==> config.mk <==
export PLATFORM = sky130hd
export DESIGN_NAME = ch0re_mem_arbiter
export DESIGN_NICKNAME = d
export VERILOG_FILES = /design/src/rtl/ch0re_mem_arbiter.sv
export SDC_FILE = /design/constraint.sdc
export NUM_CORES = 1
export LEC_CHECK = 0
export ABC_CLOCK_PERIOD_IN_PS = 6600
export BUFFER_PORTS_ARGS = -buffer_cell sky130_fd_sc_hd__buf_2
export CORE_MARGIN = 5
export CORE_UTILIZATION = 40
export DETAILED_ROUTE_END_ITERATION = 6
export PLACE_DENSITY = 0.83
export REMOVE_ABC_BUFFERS = 1
export SYNTH_ARGS = -nofsm -noshare
export SYNTH_HDL_FRONTEND = slang
export SYNTH_SLANG_ARGS = --single-unit
export TNS_END_PERCENT = 10
==> constraint.sdc <==
create_clock -name clk -period 6.6 [get_ports clk]
set_clock_uncertainty 0.2 [all_clocks]
set_input_delay 1.65 -clock clk [delete_from_list [all_inputs] [get_ports clk]]
set_output_delay 1.65 -clock clk [all_outputs]
set_load 0.01 [all_outputs]
==> src/rtl/ch0re_mem_arbiter.sv <==
// ch0re_mem_arbiter: arbitrates a fetch and a data requester onto one memory port, one outstanding transaction.
// Define CH0RE_ARB_STARVE_EN to force a fetch win after STARVE_MAX consecutive fetch losses.
module ch0re_mem_arbiter #(
    parameter int ADDR_W     = 32,
    parameter int DATA_W     = 32,
    parameter int STARVE_MAX = 4
) (
    input  logic                clk,
    input  logic                rst,
    input  logic                i_req,
    input  logic [ADDR_W-1:0]   i_addr,
    output logic                i_gnt,
    output logic                i_rvalid,
    input  logic                d_req,
    input  logic                d_we,
    input  logic [DATA_W/8-1:0] d_be,
    input  logic [ADDR_W-1:0]   d_addr,
    input  logic [DATA_W-1:0]   d_wdata,
    output logic                d_gnt,
    output logic                d_rvalid,
    output logic [DATA_W-1:0]   rdata,
    output logic                m_req,
    output logic                m_we,
    output logic [DATA_W/8-1:0] m_be,
    output logic [ADDR_W-1:0]   m_addr,
    output logic [DATA_W-1:0]   m_wdata,
    input  logic                m_gnt,
    input  logic                m_rvalid,
    input  logic [DATA_W-1:0]   m_rdata
);
    typedef enum logic [1:0] {IDLE, ISSUE, WAIT_RSP} state_t;
    state_t state;
    logic   owner_d;
    logic   fetch_win;
    logic   gnt_now;
    logic   rsp_now;
`ifdef CH0RE_ARB_STARVE_EN
    localparam int CNT_W = $clog2(STARVE_MAX + 1);
    logic [CNT_W-1:0] starve;
    // Counter never exceeds STARVE_MAX: reaching it makes fetch win, which clears it.
    assign fetch_win = i_req && (!d_req || starve == CNT_W'(STARVE_MAX));
    always_ff @(posedge clk or posedge rst) begin
        if (rst)
            starve <= '0;
        else if (state == IDLE && i_req)
            starve <= fetch_win ? '0 : starve + 1'b1;
    end
`else
    assign fetch_win = i_req && !d_req;
`endif
    always_ff @(posedge clk or posedge rst) begin
        if (rst) begin
            state   <= IDLE;
            owner_d <= 1'b0;
            m_req   <= 1'b0;
            m_we    <= 1'b0;
            m_be    <= '0;
            m_addr  <= '0;
            m_wdata <= '0;
        end else begin
            case (state)
                IDLE: if (i_req || d_req) begin
                    state   <= ISSUE;
                    m_req   <= 1'b1;
                    owner_d <= !fetch_win;
                    m_we    <= fetch_win ? 1'b0 : d_we;
                    m_be    <= fetch_win ? '1 : d_be;
                    m_addr  <= fetch_win ? i_addr : d_addr;
                    m_wdata <= fetch_win ? '0 : d_wdata;
                end
                ISSUE: if (m_gnt) begin
                    state <= WAIT_RSP;
                    m_req <= 1'b0;
                end
                WAIT_RSP: if (m_rvalid) state <= IDLE;
                default: state <= IDLE;
            endcase
        end
    end
    assign gnt_now  = state == ISSUE && m_gnt;
    assign rsp_now  = state == WAIT_RSP && m_rvalid;
    assign i_gnt    = gnt_now && !owner_d;
    assign d_gnt    = gnt_now && owner_d;
    assign i_rvalid = rsp_now && !owner_d;
    assign d_rvalid = rsp_now && owner_d;
    assign rdata    = rsp_now ? m_rdata : '0;
endmodule

# After elaboration in Yosys (flattened, before gate mapping)
# Cells that the tools add are included.
[classes]
eq_ne = 5
n_mux = 12
n_reduce_logical = 16
[op_table]
columns = ["cell", "n"]
rows = [
  ["32-bit two-way mux", 3],
  ["1-bit logical AND", 7],
  ["2-bit two-way mux", 3],
  ["2-bit inequality test (second input constant)", 3],
  ["2-bit case mux with 3 select lines", 1],
  ["3-bit AND reduction", 2],
  ["4-bit two-way mux", 1],
  ["1-bit zero test", 3],
  ["1-bit two-way mux", 3],
  ["2-bit by 1-bit equality test with 1-bit output (second input constant)", 1],
  ["2-bit equality test (second input constant)", 1],
  ["2-bit zero test", 1],
  ["1-bit case mux with 2 select lines", 1],
  ["2-bit AND reduction", 1],
  ["2-bit nonzero test", 1],
  ["1-bit logical OR", 1],
]
[totals]
ff_bits = 73
input_bits = 139
out_inout_bits = 106
wordCells = 40

# Longest topological paths before layout
# Gate-level depths: netlist of the first run.
[logic_depth]
depth_word = 3
ltp_mapped = 6

# Worst setup path after synthesis of the first run
# No wires, ideal clock.
[synth_timing]
kind = "in2out"
from = "in m_rvalid"
to = "out rdata[0]"
arrival_time_ns = 2.287
required_ns = 4.750
path_slack_ns = 2.463
cell_stages = 4
path_buffers = 1
cell_sequence = "nand2_1 -> nor2_1 -> clkbuf_1 -> and2_1"
[synth_between]
elab_chain_len = 2
[synth_lines]
columns = ["item", "line_no", "rtl"]
rows = [
  ["start: declaration", "28", "input logic m_rvalid,"],
  ["1-bit logical AND", "81", "assign rsp_now = state == WAIT_RSP && m_rvalid;"],
  ["32-bit two-way mux", "86", "assign rdata = rsp_now ? m_rdata : '0;"],
  ["end: declaration", "21", "output logic [DATA_W-1:0] rdata,"],
]
# No other way between the ends.

# Final worst setup path of the first run
[layout_timing]
from = "in m_rvalid"
to = "out rdata[24]"
# The elaborated chain is that of the path after synthesis.

==> results.ini, run 1 <==
[outcome]
status = finished clean

[drt]
wirelength_um = 10000
vias = 2904
antenna_left = 0
drc = 0
post_drt_wl_per_cell_um = 16.7
drt-initial-drc-count = 60
via_per_inst = 4.85
drtPass1Iterations = 4

[synthesis]
synth-xor-area-share_pct = 0
synth_area_per_cell_sq_um = 14.0
synth_enable_flop_cells = 0
syn_area_sq_um = 3460
synth.area.top_cells = dfrtp_1 (53%), mux2_4 (17%), a22o_1 (8.3%)
async_flop_share_pct = 100
synthTopCellsByCount = dfrtp_1 (73), mux2_4 (40), a22o_1 (33), and2_1 (33), mux2_2 (24)
synthCells = 247
synth-seq-area-share_pct = 52.7
synthSimpleGateAreaFrac_pct = 7.91
synth_top_area_cell = dfrtp_1
synth.most_common_cell = dfrtp_1
muxShareOfSynthArea_pct = 25.1
ys_ff_latch = 73
ys.warnings.count = 0
synth_top_area_share_pct = 52.7
ys_types = 22
synthFlopType = dfrtp_1
synth_top_family_by_area = multiplexers
yosys.area_share.adder_pct = 0
synth_compound_area_share_pct = 10.2

[floorplanning]
fp.dieW_um = 103
floorplan.initialDensity_pct = 40.3
dieArea_sq_um = 10600
io_pins = 245
coreArea_sq_um = 8590
dieHeight_um = 103
row_count = 34

[timing]
fin_tns_setup_ns = 0
finalHoldViolCount = 0
slew_headroom_pct = 23.8
hold_slack_ns = 0.295
setup_viol = 0
rsz0062_at_grt = no
slew_viol_final = 0
max_freq_mhz = 215
tightest_slew_ns = 1.14
fin_crit_sh_pct = 70.6
period_minus_slack_ns = 4.66

[min_path]
min-delay-start = m_be[1]
hold_end = m_be[1]
hp-class = reg -> reg
whs_path_depth = 1

[pwr]
power.leakage_nw = 2.72
power_mw = 1.99
power.density_nw_per_um2 = 403
vdd_drop_max_mv = 0.175

[clock_tree]
cts_tree = done
clock_path_buffers = 2
cts_root_buffer = clkbuf_8
clk_pin_slew_worst_paths_ns = 0.08
worstSkewPairLatency_ns = 0.33
clock_sinks = 73
cts_made_buffers = 9
h-tree-depth = 3
post_cts_resized = 0
cts_hold_buf = 0
cts_setup_buffers = 0

[worst_setup_path]
rr_worst_depth = 3
start_kind = input port
crit_path_end_kind = output port
r2r-end = m_addr[28]
worstSetupPathType = in -> out
r2r_slack_ns = 4.35
rr_startpoint = state[0]
cp.required_ns = 4.75
critPathArrivalTime_ns = 2.81
critPathMaxFanout = 32

[final_layout]
area_growth_pct = 42.3
fin_util_pct = 57.4
nNetsFinal = 625
num_antenna_cells = 0
drive_above_1_share_pct = 67.8

[global_route]
grt_antenna_before_repair = 0
grt_overflow_total = 0
track_usage_pct = 17.6
grt_pass1_wl_um = 14400
grt_pass1_vias = 2980
grt_max_degree = 74

[placed_design]
gp_congestion = 0.834
place.port_buffers = 244
place_hpwl_um = 7740

[run]
maxCapViolCount = 0

-- state kept, by name (all words and copies together), names as in the netlist --
| register | flops |
|---|---|
| m_addr | 32 |
| m_be | 4 |
| m_req | 1 |
| m_wdata | 32 |
| m_we | 1 |
| owner_d | 1 |
| state | 2 |
-- layer usage --
metal  vias to the layer above  routed length [um]  track usage, %
met3                        17                 928            4.19
met1                      1395                3360            18.6
met4                         0                 185            6.77
met5                         -                   0               0
met2                       135                5530            33.3
li1                       1357                   -               -
-- layout by cell type (no fill, tap or decap) --
cell / n
nand2b_1: 1
mux2_4: 40
clkbuf_8: 9
nor3_1: 3
o21a_2: 1
a22o_1: 33
nand3b_1: 1
nor2_1: 2
o21ai_0: 2
mux2_2: 24
inv_1: 1
nor2b_4: 1
clkinv_2: 3
inv_2: 1
clkinvlp_4: 1
nor2_2: 2
bufinv_16: 1
o22a_1: 4
o21ai_2: 1
buf_4: 2
and2_1: 33
clkinv_4: 1
nand2_1: 4
inv_6: 1
dfrtp_1: 73
buf_2: 244
a211oi_1: 1
buf_8: 1
-- power breakdown --
group,total [mW],internal [mW],switching [mW]
Sequential,0.774,0.655,0.118
Combinational,0.871,0.451,0.420
Clock,0.343,0.175,0.169
Total,1.99,1.28,0.708
-- worst max-delay path by stage --
| stage | start | end | cells after the start |
|---|---|---|---|
| after floorplan | d_req | m_addr[29] | 3 |
| after global placement | m_rvalid | rdata[27] | 5 |
| after detailed placement | m_rvalid | rdata[21] | 5 |
| after CTS | m_rvalid | rdata[24] | 5 |
| after global routing | m_rvalid | rdata[30] | 5 |
| final | m_rvalid | rdata[24] | 5 |
-- through the flow --
stage | cells | cell area, sq um | worst slack, ns
floorplan | 228 | 3330 | 1.69
global placement | 582 | 4720 | 1.69
detailed placement | 582 | 4720 | 1.56
CTS | 598 | 4910 | 1.56
global route | 599 | 4930 | 1.77
finish | 599 | 4930 | 1.94
-- kinds of logic (layout without fill, tap and decap cells) --
family	after synthesis	count (layout)
compound gates	42	42
buf+inv	21	265
flops	73	73
mux	64	64
simple gates	47	47
-- worst max-delay path, stage by stage --
cell,delay (ns)
buf_2,0.09
nand2_1,0.09
nor2_2,0.62
and2_1,0.22
buf_2,0.13
-- layout make-up --
type,instances,area [sq um]
tap,108,135
multi-input combinational,153,1510
sequential,73,1830
clock inverter,7,70.1
fill,758,3660
clock buffer,9,124
timing repair buffer,247,1250
inverter,2,7.51
(Power assumes the default switching activity.)
==> run 2: changes to the inputs <==
- ABC_CLOCK_PERIOD_IN_PS: 6600 -> 4700
- clock period: 6.6 -> 4.7 ns (I/O delays scaled with it)
==> run 2 against run 1 <==
  * Register-to-register slack lost 1.9 ns
  * Via count grew 0.86%
  * Hold slack gained 0.0018 ns
  * Clock power grew 42%
  * Sequential share of layout area grew 0.066 points
  * Non-clock buffer count is the same
  * Critical path depth grew 1
  * Wire length grew 1.8%
  * Power grew 40%
  * Critical path type unchanged
  * Largest power group unchanged
==> results.ini, run 2 (synthesized netlist as in run 1, its figures left out) <==
[final_layout]
reg_top3 = m_addr (32), m_wdata (32), m_be (4)
area_growth_pct = 42.1
num_antenna_cells = 0
final_cell_mix = buf_2 (244), dfrtp_1 (73), mux2_4 (40)
drive_above_1_share_pct = 67.4
nNetsFinal = 625
layout_commonest_cell = buf_2

[pwr]
power.leakage_nw = 2.71
vdd_drop_max_mv = 0.221
power_mw = 2.79
power.density_nw_per_um2 = 566

[drt]
wirelength_um = 10200
post_drt_wl_per_cell_um = 17.0
drtPass1Iterations = 4
drc = 0
antenna_left = 0
via_per_inst = 4.89
vias = 2929
drt-initial-drc-count = 55

[worst_setup_path]
critPathArrivalTime_ns = 2.01
start_kind = input port
worstSetupPathType = in -> out
crit_path_end_kind = output port
rr_worst_depth = 3
critPathMaxFanout = 32
cp.required_ns = 3.32

[floorplanning]
fp.dieW_um = 103
dieArea_sq_um = 10600
coreArea_sq_um = 8590
dieHeight_um = 103
io_pins = 245
floorplan.initialDensity_pct = 40.3
row_count = 34

[timing]
tightest_slew_ns = 1.35
rsz0062_at_grt = no
period_minus_slack_ns = 3.38
max_freq_mhz = 295
setup_viol = 0
fin_crit_sh_pct = 72.0
slew_viol_final = 0
slew_headroom_pct = 10.3
fin_tns_setup_ns = 0
finalHoldViolCount = 0

[clock_tree]
cts_setup_buffers = 0
cts_hold_buf = 0
worstSkewPairLatency_ns = 0.34
post_cts_resized = 0
h-tree-depth = 3
cts_root_buffer = clkbuf_8
clock_sinks = 73
clk_pin_slew_worst_paths_ns = 0.07
cts_made_buffers = 9
cts_tree = done
clock_path_buffers = 2

[outcome]
status = finished clean

[min_path]
whs_path_depth = 1
hp-class = reg -> reg

[global_route]
grt_pass1_vias = 3026
grt_antenna_before_repair = 0
grt_overflow_total = 0
grt_max_degree = 43
track_usage_pct = 17.8
grt_pass1_wl_um = 14600

[placed_design]
place.port_buffers = 244
place_hpwl_um = 7920
gp_congestion = 0.842

[run]
maxCapViolCount = 0

[run 2: worst max-delay path, stage by stage]
cell and delay [ns]:
buf_2 0.09, nand2_1 0.08, nor2_1 0.11, buf_4 0.25, and2_1 0.16, buf_2 0.13
[run 2: layout make-up]
| type | instances | area (sq um) |
|---|---|---|
| fill | 757 | 3670 |
| timing repair buffer | 247 | 1240 |
| multi-input combinational | 153 | 1510 |
| sequential | 73 | 1830 |
| inverter | 2 | 7.51 |
| clock buffer | 10 | 128 |
| clock inverter | 6 | 67.6 |
| tap | 108 | 135 |
[run 2: path summary, 6_finish.rpt]
path | from | slack (ns) | to
min in group asynchronous | rst | 0.74 | m_addr[12]
max in group asynchronous | rst | 2.59 | m_wdata[18]
min reg2reg | m_be[3] | 0.30 | m_be[3]
min | m_be[3] | 0.30 | m_be[3]
max | m_rvalid | 1.32 | rdata[26]
max reg2reg | state[0] | 2.45 | m_addr[28]
[run 2: per-stage QoR]
step                setup slack, ns  util, %  cells  hold WS (ns)  instance area [sq um]
CTS                            1.31     57.3    599         0.298                   4920
finish                         1.32     57.3    599         0.297                   4920
detailed placement             1.31     55.0    583         0.277                   4720
global route                   1.21     57.3    599         0.310                   4920
global placement               1.41     55.0    583         0.266                   4720
floorplan                     0.264        -    228         0.280                   3330
[run 2: report_power, final]
part	internal (mW)	switching [mW]	total [mW]	leakage [nW]
sequential	0.920	0.162	1.08	0.886
combinational	0.626	0.592	1.22	1.74
clock	0.247	0.238	0.486	0.0929
total	1.79	0.993	2.79	2.71
[run 2: layer usage]
layer  track usage, %  share of wire, %  wire length [um]
met1             19.4                34              3470
met2             33.4                55              5580
met3             3.59               9.2               939
met4             7.07               1.8               179
met5                0                 0                 0
==> run 3: changes to the inputs <==
- ABC_CLOCK_PERIOD_IN_PS: 4700 -> 2800
- CORE_UTILIZATION: 40 -> 37
- PLACE_DENSITY: 0.83 -> 0.8
- clock period: 4.7 -> 2.8 ns (I/O delays scaled with it)
==> run 3 against run 2 <==
  * Critical path depth decreased by 1
  * Die area up 7.3%
  * Hold slack lost 0.082 ns
  * Setup slack lost 0.96 ns
  * First-iteration DRC count is 140% higher
  * Sequential power increased by 69%
  * Non-clock buffer count rose by 3
  * Power rose by 76%
  * Global-route usage decreased by 0.22 points
  * Count of clock-buffer cells in the layout is 1 higher
  * Via count is 0.51% higher
==> results.ini, run 3 (synthesized netlist as in run 1, its figures left out) <==
[outcome]
status = finished clean

[floorplanning]
row_count = 35
fp.dieW_um = 107
dieArea_sq_um = 11400
coreArea_sq_um = 9200
dieHeight_um = 107
floorplan.initialDensity_pct = 37.7
io_pins = 245

[final_layout]
layout_commonest_cell = buf_2
nNetsFinal = 628
area_growth_pct = 44.9
num_antenna_cells = 0
reg_top3 = m_addr (32), m_wdata (32), m_be (4)
regArea_sq_um = 1830
drive_above_1_share_pct = 67.6
multi_input_area_sq_um = 1510
fill_cells = 816
fin_area_sq_um = 5020
fin_util_pct = 54.6
final_cell_mix = buf_2 (244), dfrtp_1 (73), mux2_4 (40)

[pwr]
clockPowerShare_pct = 20.4
power.leakage_nw = 2.76
netSwitchingFraction_pct = 33.9
power.density_nw_per_um2 = 976
combPwrFrac_pct = 42.6
p_int_mw = 3.24
power_mw = 4.90
vdd_drop_max_mv = 0.334
seqPwrFrac_pct = 37.1
p_sw_mw = 1.66

[timing]
rsz0062_at_grt = no
fin_tns_setup_ns = 0
finalHoldViolCount = 0
slew_viol_final = 0
max_freq_mhz = 409
slew_headroom_pct = 21.1
tightest_slew_ns = 1.18
fin_crit_sh_pct = 87.3
setup_viol = 0
period_minus_slack_ns = 2.44

[drt]
via_per_inst = 4.87
drc = 0
drtPass1Iterations = 4
post_drt_wl_per_cell_um = 17.4
vias = 2944
wirelength_um = 10500
antenna_left = 0
drt-initial-drc-count = 134

[global_route]
track_usage_pct = 17.6
grt_overflow_total = 0
grt_antenna_before_repair = 0
grt_pass1_vias = 3142
grt_pass1_wl_um = 15800
grt_max_degree = 38

[clock_tree]
post_cts_resized = 0
clk_pin_slew_worst_paths_ns = 0.08
clock_sinks = 73
clock_path_buffers = 2
worstSkewPairLatency_ns = 0.33
cts_made_buffers = 9
cts_setup_buffers = 0
cts_hold_buf = 0
h-tree-depth = 3
cts_tree = done
cts_root_buffer = clkbuf_8

[placed_design]
gp_congestion = 0.914
place_hpwl_um = 8300
place_area_sq_um = 4780
place.port_buffers = 244

[worst_setup_path]
critPathMaxFanout = 32
cp_top_family = flip-flops
critPathBufInv = 2
critPathArrivalTime_ns = 1.54
start_kind = flip-flop
crit_path_end_kind = output port
crit_chain = nand2_1 > nor2_1 > buf_4 > and2_1 > buf_2
cp.required_ns = 1.90
max_stage_delay_ns = 0.43
worstSetupPathType = reg -> out
cp_slowest_cell = dfrtp_1

[run]
maxCapViolCount = 0

[min_path]
hp-class = in -> async

[run 3: changes by cell type in the layout (fill, tap and decap cells not counted), sizes merged]
cell and delta:
inv -1, clkinvlp -1, buf +3, clkbuf +1, clkinv -1, bufinv +2
[run 3: final cells by class]
cell class / count / share of cell area (%)
clock buffer: 11 / 2.82
clock inverter: 5 / 2.04
inverter: 2 / 0.150
multi-input combinational: 153 / 30.1
sequential: 73 / 36.4
tap: 111 / 2.77
timing repair buffer: 250 / 25.7
[run 3: worst paths after layout]
kind | depth (start not counted) | to | from | slack [ns]
min | 2 | m_addr[25] | rst | 0.21
max | 5 | rdata[2] | state[1] | 0.36
min in group clk | 2 | m_req | m_req | 0.27
min reg2reg | 2 | m_req | m_req | 0.27
max reg2reg | 3 | m_wdata[15] | state[0] | 0.60
max in group asynchronous | 3 | m_req | rst | 1.35
[run 3: stage by stage]
stage	hold WS (ns)	worst slack, ns	std cells
final	0.215	0.356	605
after global routing	0.250	0.194	605
after CTS	0.221	0.338	605
after detailed placement	0.259	0.380	589
after global placement	0.266	0.391	589
after floorplan	0.280	-1.16	228
[run 3: layer usage]
metal / GRT usage (%) / wire length (um) / vias to the layer above
met5: 0 / 0 / -
met4: 9.50 / 422 / 0
met3: 4.58 / 862 / 25
met2: 32.6 / 5630 / 143
met1: 17.9 / 3620 / 1412
li1: - / - / 1364
[run 3: power groups by stage]
stage               Combinational (mW)  Clock [mW]  Sequential [mW]
global route                      2.25        1.08             1.89
detailed placement                2.12           0             1.82
global placement                  2.07           0             1.81
floorplan                        0.990           0             2.04
finish                            2.09       0.997             1.82
CTS                               2.12        1.03             1.82
